**src/rtl/h2c_pack_pkg.sv**
```systemverilog
// rtl/h2c_pack_pkg.sv - shared types and derived sizes for the H2C packing controller
package h2c_pack_pkg;

    typedef enum logic [1:0] {
        ST_IDLE,
        ST_FILL,
        ST_DISCARD
    } state_t;

    localparam int DEF_AXIS_W    = 64;
    localparam int DEF_RAM_W     = 128;
    localparam int DEF_NUM_SLOTS = 8;
    localparam int DEF_SLOT_AW   = 9;

    function automatic int calc_aw(input int num_slots, input int slot_aw);
        return $clog2(num_slots) + slot_aw;
    endfunction

    function automatic int calc_r(input int ram_w, input int axis_w);
        return ram_w / axis_w;
    endfunction

endpackage

```
**src/rtl/h2c_pack_ctlr_slot_alloc.sv**
```systemverilog
// rtl/h2c_pack_ctlr_slot_alloc.sv - lowest-index free slot priority encoder
module slot_alloc #(
    parameter int NUM_SLOTS = 8
) (
    input  logic [NUM_SLOTS-1:0]         free,
    output logic [$clog2(NUM_SLOTS)-1:0] idx,
    output logic                         any_free
);

    always_comb begin
        idx      = '0;
        any_free = |free;
        // Scan downward so the lowest free index is the last assignment.
        for (int i = NUM_SLOTS - 1; i >= 0; i--) begin
            if (free[i]) begin
                idx = ($clog2(NUM_SLOTS))'(i);
            end
        end
    end

endmodule

```
**src/rtl/h2c_pack_ctlr.sv**
```systemverilog
// rtl/h2c_pack_ctlr.sv - packs H2C stream beats into RAM words across a ring of packet slots
module h2c_pack_ctlr
    import h2c_pack_pkg::*;
#(
    parameter int AXIS_W    = DEF_AXIS_W,
    parameter int RAM_W     = DEF_RAM_W,
    parameter int NUM_SLOTS = DEF_NUM_SLOTS,
    parameter int SLOT_AW   = DEF_SLOT_AW
) (
    input  logic                                  clk,
    input  logic                                  rst_n,
    input  logic [AXIS_W-1:0]                     s_axis_tdata,
    input  logic [AXIS_W/8-1:0]                   s_axis_tkeep,
    input  logic                                  s_axis_tlast,
    input  logic                                  s_axis_tvalid,
    output logic                                  s_axis_tready,
    output logic [RAM_W-1:0]                      WrData,
    output logic                                  WrEn,
    output logic [calc_aw(NUM_SLOTS,SLOT_AW)-1:0] WrAddr,
    output logic [NUM_SLOTS-1:0]                  DataValid,
    input  logic [NUM_SLOTS-1:0]                  RamValid,
    output logic [NUM_SLOTS-1:0]                  SlotErr,
    input  logic [$clog2(NUM_SLOTS)-1:0]          RdSlot,
    output logic [SLOT_AW:0]                      RdLen,
    output logic [15:0]                           OvfCnt
);

    localparam int R  = calc_r(RAM_W, AXIS_W);
    localparam int SW = $clog2(NUM_SLOTS);
    localparam int KW = (R > 1) ? $clog2(R) : 1;
    localparam int LW = SLOT_AW + 1;
    localparam int NB = AXIS_W / 8;

    state_t               state;
    logic                 tready_q;
    logic [SW-1:0]        slot_q;
    logic [SW-1:0]        alloc_idx_q;
    logic [KW-1:0]        lane_q;
    logic [LW-1:0]        widx_q;
    logic [RAM_W-1:0]     acc_q;
    logic [NUM_SLOTS-1:0] dv_q;
    logic [NUM_SLOTS-1:0] err_q;
    logic [LW-1:0]        len_q [NUM_SLOTS];
    logic                 commit_q;
    logic                 commit_err_q;
    logic [SW-1:0]        commit_slot_q;
    logic [LW-1:0]        commit_len_q;
    logic [15:0]          ovf_q;

    logic                 accept;
    logic                 finishing;
    logic                 word_done;
    logic                 drop;
    logic [SW-1:0]        in_slot;
    logic [LW-1:0]        cur_widx;
    logic [AXIS_W-1:0]    beat_masked;
    logic [RAM_W-1:0]     merged;
    logic [NUM_SLOTS-1:0] rel;
    logic [NUM_SLOTS-1:0] commit_oh;
    logic [NUM_SLOTS-1:0] dv_n;
    logic [NUM_SLOTS-1:0] pend_n;
    logic [NUM_SLOTS-1:0] free_n;
    logic [SW-1:0]        alloc_idx_n;
    logic                 any_free_n;
    state_t               state_n;

    assign accept    = s_axis_tvalid & tready_q;
    assign finishing = accept & s_axis_tlast;
    assign in_slot   = (state == ST_IDLE) ? alloc_idx_q : slot_q;
    assign cur_widx  = (state == ST_IDLE) ? '0 : widx_q;
    assign drop      = (state == ST_DISCARD) | cur_widx[SLOT_AW];
    assign word_done = (lane_q == KW'(R - 1)) | s_axis_tlast;
    assign rel       = RamValid & dv_q;
    assign commit_oh = commit_q ? (NUM_SLOTS'(1) << commit_slot_q) : '0;

    always_comb begin
        beat_masked = '0;
        for (int b = 0; b < NB; b++) begin
            beat_masked[b*8 +: 8] = s_axis_tkeep[b] ? s_axis_tdata[b*8 +: 8] : 8'h00;
        end
    end

    always_comb begin
        merged = acc_q;
        for (int k = 0; k < R; k++) begin
            if (lane_q == KW'(k)) begin
                merged[k*AXIS_W +: AXIS_W] = beat_masked;
            end
        end
    end

    always_comb begin
        state_n = state;
        if (accept) begin
            case (state)
                ST_IDLE:    state_n = s_axis_tlast ? ST_IDLE : ST_FILL;
                ST_FILL:    state_n = s_axis_tlast ? ST_IDLE :
                                      (cur_widx[SLOT_AW] ? ST_DISCARD : ST_FILL);
                ST_DISCARD: state_n = s_axis_tlast ? ST_IDLE : ST_DISCARD;
                default:    state_n = ST_IDLE;
            endcase
        end
    end

    // A slot whose tlast was just taken is still pending commit; keep it out of allocation.
    assign dv_n   = (dv_q & ~rel) | commit_oh;
    assign pend_n = finishing ? (NUM_SLOTS'(1) << in_slot) : '0;
    assign free_n = ~(dv_n | pend_n);

    slot_alloc #(.NUM_SLOTS(NUM_SLOTS)) u_slot_alloc (
        .free     (free_n),
        .idx      (alloc_idx_n),
        .any_free (any_free_n)
    );

    always_ff @(posedge clk) begin
        if (!rst_n) begin
            state         <= ST_IDLE;
            tready_q      <= 1'b0;
            slot_q        <= '0;
            alloc_idx_q   <= '0;
            lane_q        <= '0;
            widx_q        <= '0;
            acc_q         <= '0;
            dv_q          <= '0;
            err_q         <= '0;
            commit_q      <= 1'b0;
            commit_err_q  <= 1'b0;
            commit_slot_q <= '0;
            commit_len_q  <= '0;
            ovf_q         <= '0;
            WrEn          <= 1'b0;
            WrData        <= '0;
            WrAddr        <= '0;
            for (int s = 0; s < NUM_SLOTS; s++) begin
                len_q[s] <= '0;
            end
        end else begin
            state       <= state_n;
            tready_q    <= (state_n != ST_IDLE) | any_free_n;
            alloc_idx_q <= alloc_idx_n;
            WrEn        <= 1'b0;
            commit_q    <= finishing;

            if (finishing) begin
                commit_slot_q <= in_slot;
                commit_err_q  <= drop;
                commit_len_q  <= drop ? cur_widx : cur_widx + LW'(1);
            end

            if (accept) begin
                if (state == ST_IDLE) begin
                    slot_q <= alloc_idx_q;
                end
                if (!drop) begin
                    if (word_done) begin
                        WrEn   <= 1'b1;
                        WrData <= merged;
                        WrAddr <= {in_slot, cur_widx[SLOT_AW-1:0]};
                        widx_q <= cur_widx + LW'(1);
                        lane_q <= '0;
                        acc_q  <= '0;
                    end else begin
                        acc_q  <= merged;
                        lane_q <= lane_q + KW'(1);
                        widx_q <= cur_widx;
                    end
                end
            end

            dv_q  <= dv_n;
            err_q <= (err_q & ~rel) | (commit_err_q ? commit_oh : '0);
            for (int s = 0; s < NUM_SLOTS; s++) begin
                if (commit_q && commit_slot_q == SW'(s)) begin
                    len_q[s] <= commit_len_q;
                end else if (rel[s]) begin
                    len_q[s] <= '0;
                end
            end
            if (commit_q && commit_err_q && ovf_q != 16'hFFFF) begin
                ovf_q <= ovf_q + 16'd1;
            end
        end
    end

    assign s_axis_tready = tready_q;
    assign DataValid     = dv_q;
    assign SlotErr       = err_q;
    assign RdLen         = len_q[RdSlot];
    assign OvfCnt        = ovf_q;

endmodule

```
**config.mk**
```make
export PLATFORM = sky130hd
export DESIGN_NAME = h2c_pack_ctlr
export DESIGN_NICKNAME = d
export VERILOG_FILES = /design/src/rtl/h2c_pack_pkg.sv /design/src/rtl/h2c_pack_ctlr_slot_alloc.sv /design/src/rtl/h2c_pack_ctlr.sv
export SDC_FILE = /design/constraint.sdc
export NUM_CORES = 1
export LEC_CHECK = 0
export ABC_CLOCK_PERIOD_IN_PS = 2580
export CAP_MARGIN = 20
export CORE_ASPECT_RATIO = 1.5
export CORE_MARGIN = 4
export CORE_UTILIZATION = 54
export DETAILED_ROUTE_END_ITERATION = 6
export PLACE_DENSITY = 0.8
export SETUP_SLACK_MARGIN = 0.05
export SLEW_MARGIN = 20
export SYNTH_ARGS = -nofsm -noshare
export SYNTH_HDL_FRONTEND = slang
export SYNTH_SLANG_ARGS = --single-unit
```
**constraint.sdc**
```tcl
create_clock -name clk -period 2.58 [get_ports clk]
set_input_delay 0.516 -clock clk [delete_from_list [all_inputs] [get_ports clk]]
set_output_delay 0.516 -clock clk [all_outputs]
set_load 0.02 [all_outputs]
```
==> out/qor.txt, run 1 <==
Switching power: 3.434 mW
Seq/Total Area, Yosys: 53.54%
Layout cell share with drive strength beyond 1: 8.421%
Switching part of the total power: 23.80%
Hold Path Class: input pin to flop
Largest delay share family, worst path: buffers and inverters
Synth warnings: 0
H-tree levels: 2
Initial antenna violation count: 5
Achievable Freq: 0.3996 GHz
Cell internal pwr: 11.00 mW
CTS tree: yes
RSZ-0062 raised after global routing: false
PortBufs: 270
Critical setup path kind: input pin to primary output
Root buf cell: clkbuf_16
Hpwl dp: 31.94 mm
Clock power share: 40.9%
Highest-delay cell along the critical path: bufbuf_16
PwrDens: 667.4 mW/mm²
Critical path depth: 5
Synthesized netlist cell count: 1,866
Setup Buffers After CTS: 0
Final std cells w/o fill: 2,508
Fin nets: 2,164
Crit. End Element: primary output
Drt total wl: 47.77 mm
DP Area: 0.02026 mm²
Core ar.: 0.03114 mm²
Final Cycle Share: 97.00%
Status: finished clean
Crit path largest cell delay: 0.32 ns
Leakage power: 7.831 nW
Worst IR drop on VDD: 563.7 µV
Async set or reset register ratio after synthesis: 0%
Via/cell ratio: 5.797
Bufs and invs on worst path: 3
CTS Buf Count: 39
Clock skew: 0.02076 ns
CP arrival: 1.99 ns
Yosys cell types: 56
Final Max Slew Viols: 0
Commonest non-fill, non-tap cells in the layout: 335 x dfxtp_1, 309 x nor2_1, 257 x clkdlybuf4s50_1
Die area: 0.03454 mm²
Site Rows: 79
Vias in the first global route: 14,120
DRC: 0
Worst path cell trace: clkdlybuf4s15_1 -> bufbuf_16 -> mux4_2 -> mux2_2 -> clkdlybuf4s15_2
Reg power frac: 48.2%
DRT Pass-1 Iters: 5
Path depth of the worst reg2reg path: 6
Mapped Avg Cell Area: 9.138 µm²
Min-Delay Path Depth: 3
Die height: 225.6 µm
Synth Register Bits: 416
Period minus WS final: 2.503 ns
I/O pins: 271
Worst-path clk slew: 0.06 ns
Startpoint Class: input pin
Die width: 153.1 µm
First-pass GRT wire length: 75.47 mm
GRT overflow: 0
DRT antenna net count: 0
Multi-input logic area: 0.007236 mm²
Worst-Margin Slew: 0.8840 ns
Post-synth EDFFs: 80
Post-route design area: 0.02162 mm²
Crit path required time: 2.06 ns
Pre-CTS worst setup slack: -0.5551 ns
CP Max Fanout: 10
Max_cap viols: 0
Register area: 0.009133 mm²
Post-Place Cells: 2,437
Commonest non-fill, non-tap cell in the layout: dfxtp_1
Part of the power in combinational logic: 10.9%
Layout fillers: 2,353
Post-synth top flop: dfxtp_1
Post-Syn Area: 0.01705 mm²
Routed length per instance: 19.05 µm
Mapped Nets: 1,955
Setup Viol. Count Final: 0
Clk_lat worst skew: 0.54 ns
Max clock buf depth: 3
Final Wtd Congestion: 0.8876
Starting Density: 54.76%
Relative slew slack: 41.07%
Synth-to-layout area growth: 26.79%
Worst setup margin: 0.07739 ns
Largest net degree at the start of global routing: 85
DR vias: 14,540
Hold Fails Final Rpt: 0
Clk sinks: 416
GRT Overall Usage: 26.69%
1st-iter DRT viols: 1,091
==> synth_stat cells (all sizes together) (9+ instances only) <==
library cell,number,area [µm²]
inv,17,63.81
mux4,20,450.4
a211oi,132,991.0
buf,52,250.2
dfxtp,336,6726
a22o,13,113.9
and2,89,556.8
a21oi,105,525.5
nor2,311,1172
mux2,13,146.4
nor3,143,720.7
clkbuf,106,397.9
o21ai,33,165.2
nand3,21,117.6
nand2,161,604.3
or3,70,437.9
xor2,9,78.83
edfxtp,80,2402
and3,70,442.9
==> cell families (layout without fill, tap and decap cells) <==
logic type,Yosys count,in the layout,share of synthesized area [%]
buffers and inverters,175,411,4.175
muxes,40,40,3.984
other,0,1,0
DFF,416,416,53.54
xor gates and xnor gates,13,13,0.6677
and+or+nand+nor,895,895,24.99
AOI/OAI and AO/OA,325,325,12.50
adders and majority gates,2,2,0.1467
==> area by class of cell <==
class	count	area share (%)
diodes	1	0.01157
clock buffers	55	5.162
clock inverters	13	0.8855
inverters	17	0.3357
multi-input cells	1275	33.47
flip-flops and latches	416	42.24
well taps	405	2.344
repair buffers	326	15.55
==> state kept, by name, summed over array words and instances, names as in the netlist <==
| signal | count |
|---|---|
| widx_q | 10 |
| state | 2 |
| commit_slot_q | 3 |
| acc_q | 128 |
| WrEn | 1 |
| s_axis_tready | 1 |
| slot_q | 3 |
| WrAddr | 12 |
| len_q | 80 |
| commit_len_q | 10 |
| commit_q | 1 |
| SlotErr | 8 |
| OvfCnt | 16 |
| alloc_idx_q | 3 |
| lane_q | 1 |
| DataValid | 8 |
| WrData | 128 |
| commit_err_q | 1 |
==> path summary, 6_finish.rpt <==
kind                                 from         endpoint  slack (ns)
worst max-delay path            RdSlot[1]         RdLen[7]        0.08
worst min-delay path                rst_n  commit_len_q[6]        0.36
worst max register to register   state[0]    s_axis_tready        0.31
worst min register to register  acc_q[45]        acc_q[45]        0.45
==> what timing repair did <==
| action | CTS | global route |
|---|---|---|
| cloned | 2 | 0 |
| setup endpoints to repair | 10 | 7 |
| hold buffers | 0 | 0 |
| gates resized for setup | 29 | 7 |
| pin swaps | 0 | 0 |
==> routing by layer <==
layer	wire length [µm]	track usage, %	up-vias
li1	-	-	6971
met1	17700	30.65	6894
met2	24880	47.96	537
met3	3096	5.656	132
met4	2068	11.56	4
met5	34	0	-
==> power groups by stage <==
stage,registers (mW),clock network [mW],logic (mW)
CTS,6.95,5.98,1.57
global placement,7.09,0,1.53
floorplan,7.19,0,0.733
global route,6.97,6.27,1.69
finish,6.96,5.91,1.57
detailed placement,7.09,0,1.55
==> worst register-to-register path, cell delays in order, from the launching register on <==
cell,delay (ns)
dfxtp_1,0.49
nor2_2,0.38
mux2_2,0.44
o31ai_2,0.26
a21oi_1,0.16
a211oi_1,0.27
a31oi_1,0.12
==> through the flow <==
stage	setup TNS, ns	utilization, %	hold WS (ns)	power [mW]
2_1_floorplan	0	-	0.4322	7.925
5_1_grt	0	69.44	0.3617	14.93
3_5_place_dp	-5.274	65.08	0.4435	8.648
6_report	0	69.44	0.3575	14.43
4_1_cts	0	69.46	0.3359	14.51
3_3_place_gp	-4.952	65.08	0.4380	8.615
Note: power is estimated with default switching activity, not from simulation.
==> run 2, diff against run 1 <==
- CORE_ASPECT_RATIO: 1.5 -> not set
==> out/qor.txt, run 2 (synthesized netlist as in run 1, its figures left out) <==
Status: finished clean
Starting Density: 55.17%
DRT antenna net count: 0
Post-Route Utilization: 70.32%
Commonest non-fill, non-tap cells in the layout: 334 x dfxtp_1, 309 x nor2_1, 257 x clkdlybuf4s50_1
Relative slew slack: 47.18%
Max clock buf depth: 3
PortBufs: 270
R2r startpoint: state[1]
CP Max Fanout: 1
CTS Buf Count: 43
Clock skew: 0.02573 ns
Crit. End Element: primary output
Switching power: 3.545 mW
Crit path required time: 2.06 ns
Routed length per instance: 18.84 µm
CP Launch Point: len_q[7][6]
1st-iter DRT viols: 1,291
Final Wtd Congestion: 0.8658
Via/cell ratio: 5.808
Highest-delay cell along the critical path: mux4_2
Largest delay share family, worst path: multiplexers
Hpwl dp: 30.44 mm
Worst IR drop on VDD: 527.1 µV
DR vias: 14,580
Largest net degree at the start of global routing: 141
DRC: 0
Final std cells w/o fill: 2,510
H-tree levels: 2
Clk_lat worst skew: 0.54 ns
Crit path largest cell delay: 0.48 ns
Drt total wl: 47.30 mm
Final Max Slew Viols: 0
Clk sinks: 416
Layout cell share with drive strength beyond 1: 8.712%
Die height: 185.7 µm
Synth-to-layout area growth: 27.47%
Hold Fails Final Rpt: 0
Switching part of the total power: 23.92%
First-pass GRT wire length: 75.35 mm
PwrDens: 681.9 mW/mm²
CTS tree: yes
Reg power frac: 46.9%
Register area: 0.009134 mm²
Die width: 185.7 µm
DP Area: 0.02024 mm²
Hold path startpoint: rst_n
Hold Path Class: input pin to flop
Worst-Margin Slew: 0.7856 ns
Bufs and invs on worst path: 1
Final Cycle Share: 96.84%
Part of the power in combinational logic: 10.6%
CP arrival: 1.98 ns
GRT Overall Usage: 26.65%
Post-Place Cells: 2,428
Leakage power: 7.906 nW
Root buf cell: clkbuf_16
Commonest non-fill, non-tap cell in the layout: dfxtp_1
RSZ-0062 raised after global routing: false
Initial antenna violation count: 2
GRT overflow: 0
I/O pins: 271
Fin nets: 2,168
Worst path cell trace: mux4_2 -> mux2_2 -> clkdlybuf4s15_1
DRT Pass-1 Iters: 7
Layout fillers: 2,289
Largest regs: WrData x128, acc_q x128, len_q x80
Multi-input logic area: 0.007236 mm²
Clock power share: 42.5%
Cell internal pwr: 11.28 mW
Setup Viol. Count Final: 0
Critical setup path kind: flop to primary output
Die area: 0.03448 mm²
Achievable Freq: 0.4002 GHz
Vias in the first global route: 14,370
Startpoint Class: flop
Worst-path clk slew: 0.07 ns
Site Rows: 64
Max_cap viols: 0
TNS Setup: 0 ns
Core ar.: 0.03091 mm²
Post-route design area: 0.02174 mm²
Period minus WS final: 2.499 ns
-- run 2: cell type report --
cell class	count	share of cell area, %
Antenna cell	2	0.02303
Sequential cell	416	42.02
Inverter	17	0.3339
Clock buffer	65	5.802
Clock inverter	13	0.8519
Tap cell	396	2.280
Multi-Input combinational cell	1275	33.29
Timing Repair Buffer	326	15.40
-- run 2: through the flow --
step	hold WS [ns]	worst slack (ns)	power (mW)
floorplan	0.4322	0.4336	7.925
global placement	0.4380	-0.5086	8.613
detailed placement	0.4435	-0.5588	8.645
CTS	0.3788	0.03770	14.89
global route	0.3839	0.05062	15.31
finish	0.3939	0.08147	14.82
-- run 2: final timing paths --
| path | slack, ns | cells past startpoint | endpoint |
|---|---|---|---|
| setup / recovery | 0.08 | 3 | RdLen[6] |
| hold / removal | 0.39 | 2 | acc_q[112] |
| setup reg to reg | 0.35 | 7 | alloc_idx_q[0] |
| hold reg to reg | 0.45 | 2 | acc_q[62] |
-- run 2: power groups by stage --
stage	Combinational, mW	Sequential, mW	Clock [mW]
2_1_floorplan	0.733	7.19	0
3_3_place_gp	1.53	7.08	0
3_5_place_dp	1.56	7.09	0
4_1_cts	1.57	6.95	6.36
5_1_grt	1.70	6.97	6.64
6_report	1.57	6.95	6.30
-- run 2: timing repair --
item / CTS / global route
hold buffers: 0 / 0
gates resized for setup: 31 / 8
pin swaps: 0 / 0
gates cloned: 2 / 0
endpoints found under the setup margin: 10 / 10
setup buffers: 0 / 0
-- run 2: worst register-to-register path: stages, from the launching register on --
cell and delay (ns):
dfxtp_1 0.48, nor2_2 0.31, mux2i_1 0.58, buf_4 0.24, mux2i_1 0.08, o22ai_1 0.16, nand3_1 0.10, a21oi_1 0.20
-- run 2: per-layer routing --
layer  track usage [%]  vias to the layer above  part of all wire (%)
met2             44.54                      592                    48
met5                 0                        -                     0
li1                  -                     6993                     -
met1             34.37                     6890                    41
met3             5.921                      104                   7.9
met4             9.239                        0                   3.5
==> run 3, diff against run 2 <==
- PLACE_DENSITY: 0.8 -> 0.91
- SYNTH_HIERARCHICAL: not set -> 1
==> out/qor.txt, run 3 <==
Synth warnings: 6
DRT Pass-1 Iters: 6
Largest regs: WrData x128, acc_q x128, len_q x80
Critical setup path kind: input pin to primary output
Crit. End Element: primary output
Register area: 0.009134 mm²
Area leader, netlist: dfxtp_1
GRT overflow: 0
Synthesized netlist cell count: 1,900
Die height: 187.8 µm
Setup Viol. Count Final: 0
Vias in the first global route: 15,410
Root buf cell: clkbuf_16
DRT antenna net count: 0
Crit path largest cell delay: 0.50 ns
Synth-to-layout area growth: 25.97%
Commonest non-fill, non-tap cell in the layout: dfxtp_1
Crit path required time: 2.06 ns
Max_cap viols: 0
Min-Delay Path Depth: 2
Commonest non-fill, non-tap cells in the layout: 334 x dfxtp_1, 304 x nor2_1, 257 x clkdlybuf4s50_1
Largest net degree at the start of global routing: 258
Seq/Total Area, Yosys: 52.29%
CTS tree: yes
Mapped Avg Cell Area: 9.188 µm²
GRT Overall Usage: 28.14%
Worst IR drop on VDD: 513.1 µV
H-tree levels: 2
CP Max Fanout: 5
Yosys cell types: 58
RSZ-0062 raised after global routing: false
Layout cell share with drive strength beyond 1: 8.527%
Mapped Nets: 1,989
Layout fillers: 2,185
Site Rows: 65
Post-Syn Area: 0.01746 mm²
Hold Fails Final Rpt: 0
Final Cycle Share: 95.82%
First-pass GRT wire length: 83.00 mm
Worst-path clk slew: 0.06 ns
CP arrival: 1.96 ns
Fin nets: 2,165
Starting Density: 55.04%
Achievable Freq: 0.4045 GHz
Clk_lat worst skew: 0.54 ns
Post-synth top cells: 336 x dfxtp_1, 305 x nor2_1, 155 x clkbuf_1
Relative slew slack: 20.96%
Largest delay share family, worst path: multiplexers
Worst-Margin Slew: 1.186 ns
Die width: 187.8 µm
DR vias: 15,690
Async set or reset register ratio after synthesis: 0%
Final Max Slew Viols: 0
Multi-input logic area: 0.007540 mm²
Antenna cells: 0
Synth top area share: 38.53%
Setup Buffers After CTS: 0
PwrDens: 691.5 mW/mm²
Status: finished clean
Leakage power: 8.318 nW
Hold-fix buffer count after cts: 0
Drt total wl: 51.76 mm
Routed length per instance: 20.60 µm
CTS Buf Count: 44
Via/cell ratio: 6.242
Most frequent cell after synthesis: dfxtp_1
Initial antenna violation count: 4
Largest cells by area after synthesis: dfxtp_1 39%, edfxtp_1 14%, nor2_1 6.6%, and3_1 4.6%, nor3_1 4.0%
Worst path cell trace: buf_4 -> bufbuf_16 -> mux4_2 -> mux2_2 -> clkdlybuf4s15_2
I/O pins: 271
Highest-delay cell along the critical path: mux4_2
Clock skew: 0.02767 ns
Bufs and invs on worst path: 3
Post-synth EDFFs: 80
PortBufs: 270
Clk sinks: 416
Hpwl dp: 32.76 mm
Core ar.: 0.03172 mm²
Post-synth top flop: dfxtp_1
Die area: 0.03527 mm²
Path depth of the worst reg2reg path: 7
Synth Register Bits: 416
Critical path depth: 5
Period minus WS final: 2.472 ns
DRC: 0
Max clock buf depth: 3
Final Wtd Congestion: 0.9024
Hold Path Class: input pin to flop
Total Power: 15.21 mW
1st-iter DRT viols: 1,807
TNS Setup: 0 ns
Startpoint Class: input pin
-- run 3: cell types whose count changed after synthesis, sizes merged, moves of 12 or more --
cell    previous run  this run
clkbuf           106       155
or3               70         5
nor2b              6        72
nand2            161       106
buf               52        34
and3              70       128
o21ai             33        21
nor4               3        71
a311oi             8        68
and2              89        32
a211oi           132        71
-- run 3: report_power, final --
part / internal (mW) / switching (mW)
sequential: 6.82 / 0.145
combinational: 0.650 / 0.946
clock: 4.08 / 2.56
total: 11.6 / 3.65
-- run 3: what timing repair did --
| item | in CTS | in global routing |
|---|---|---|
| cloned | 3 | 0 |
| setup endpoints to repair | 10 | 11 |
| resized for setup | 34 | 10 |
-- run 3: path summary, 6_finish.rpt --
kind                                 start            to  slack [ns]
worst max-delay path             RdSlot[0]      RdLen[5]        0.11
worst min-delay path                 rst_n  DataValid[4]        0.43
worst max register to register    state[1]     widx_q[8]        0.17
worst min register to register  acc_q[115]    acc_q[115]        0.48
-- run 3: final cells by class --
class | instances | area share, %
clock buffer | 60 | 5.655
clock inverter | 21 | 1.320
inverter | 9 | 0.1877
multi-input combinational | 1286 | 34.28
sequential | 416 | 41.53
tap | 402 | 2.287
timing repair buffer | 319 | 14.74
-- run 3: logic make-up (layout without fill, tap and decap cells) --
kind of cell | count (synthesis) | in the layout | synth area share, %
multiplexers | 46 | 46 | 4.185
flip-flops | 416 | 416 | 52.29
AND/OR/NAND/NOR | 921 | 921 | 26.19
buffers and inverters | 198 | 409 | 4.673
AO/OA/AOI/OAI | 317 | 317 | 12.52
adder cells (fa/ha/maj) | 2 | 2 | 0.1433
-- run 3: routing by layer --
layer,part of all wire [%],global-route usage [%]
met5,0.070,0
met4,3.6,9.656
met3,9.9,6.664
met1,38,36.03
met2,49,47.09
-- run 3: worst register-to-register path: stages (launching register included) --
cell	delay, ns
dfxtp_1	0.48
or2_2	0.29
and2_1	0.21
ha_1	0.19
nand3_1	0.21
or2_2	0.39
or4_1	0.40
a21oi_1	0.15
-- run 3: stage by stage --
stage	cells	setup WS [ns]	util, %	hold WS, ns	area [µm²]
floorplan	1900	0.2158	-	0.4444	17460
global placement	2428	-0.4869	64.32	0.4571	20400
detailed placement	2428	-0.5363	64.32	0.4590	20400
CTS	2512	0.06070	69.44	0.4000	22020
global route	2513	0.06453	69.34	0.4377	21990
finish	2513	0.1078	69.34	0.4266	21990
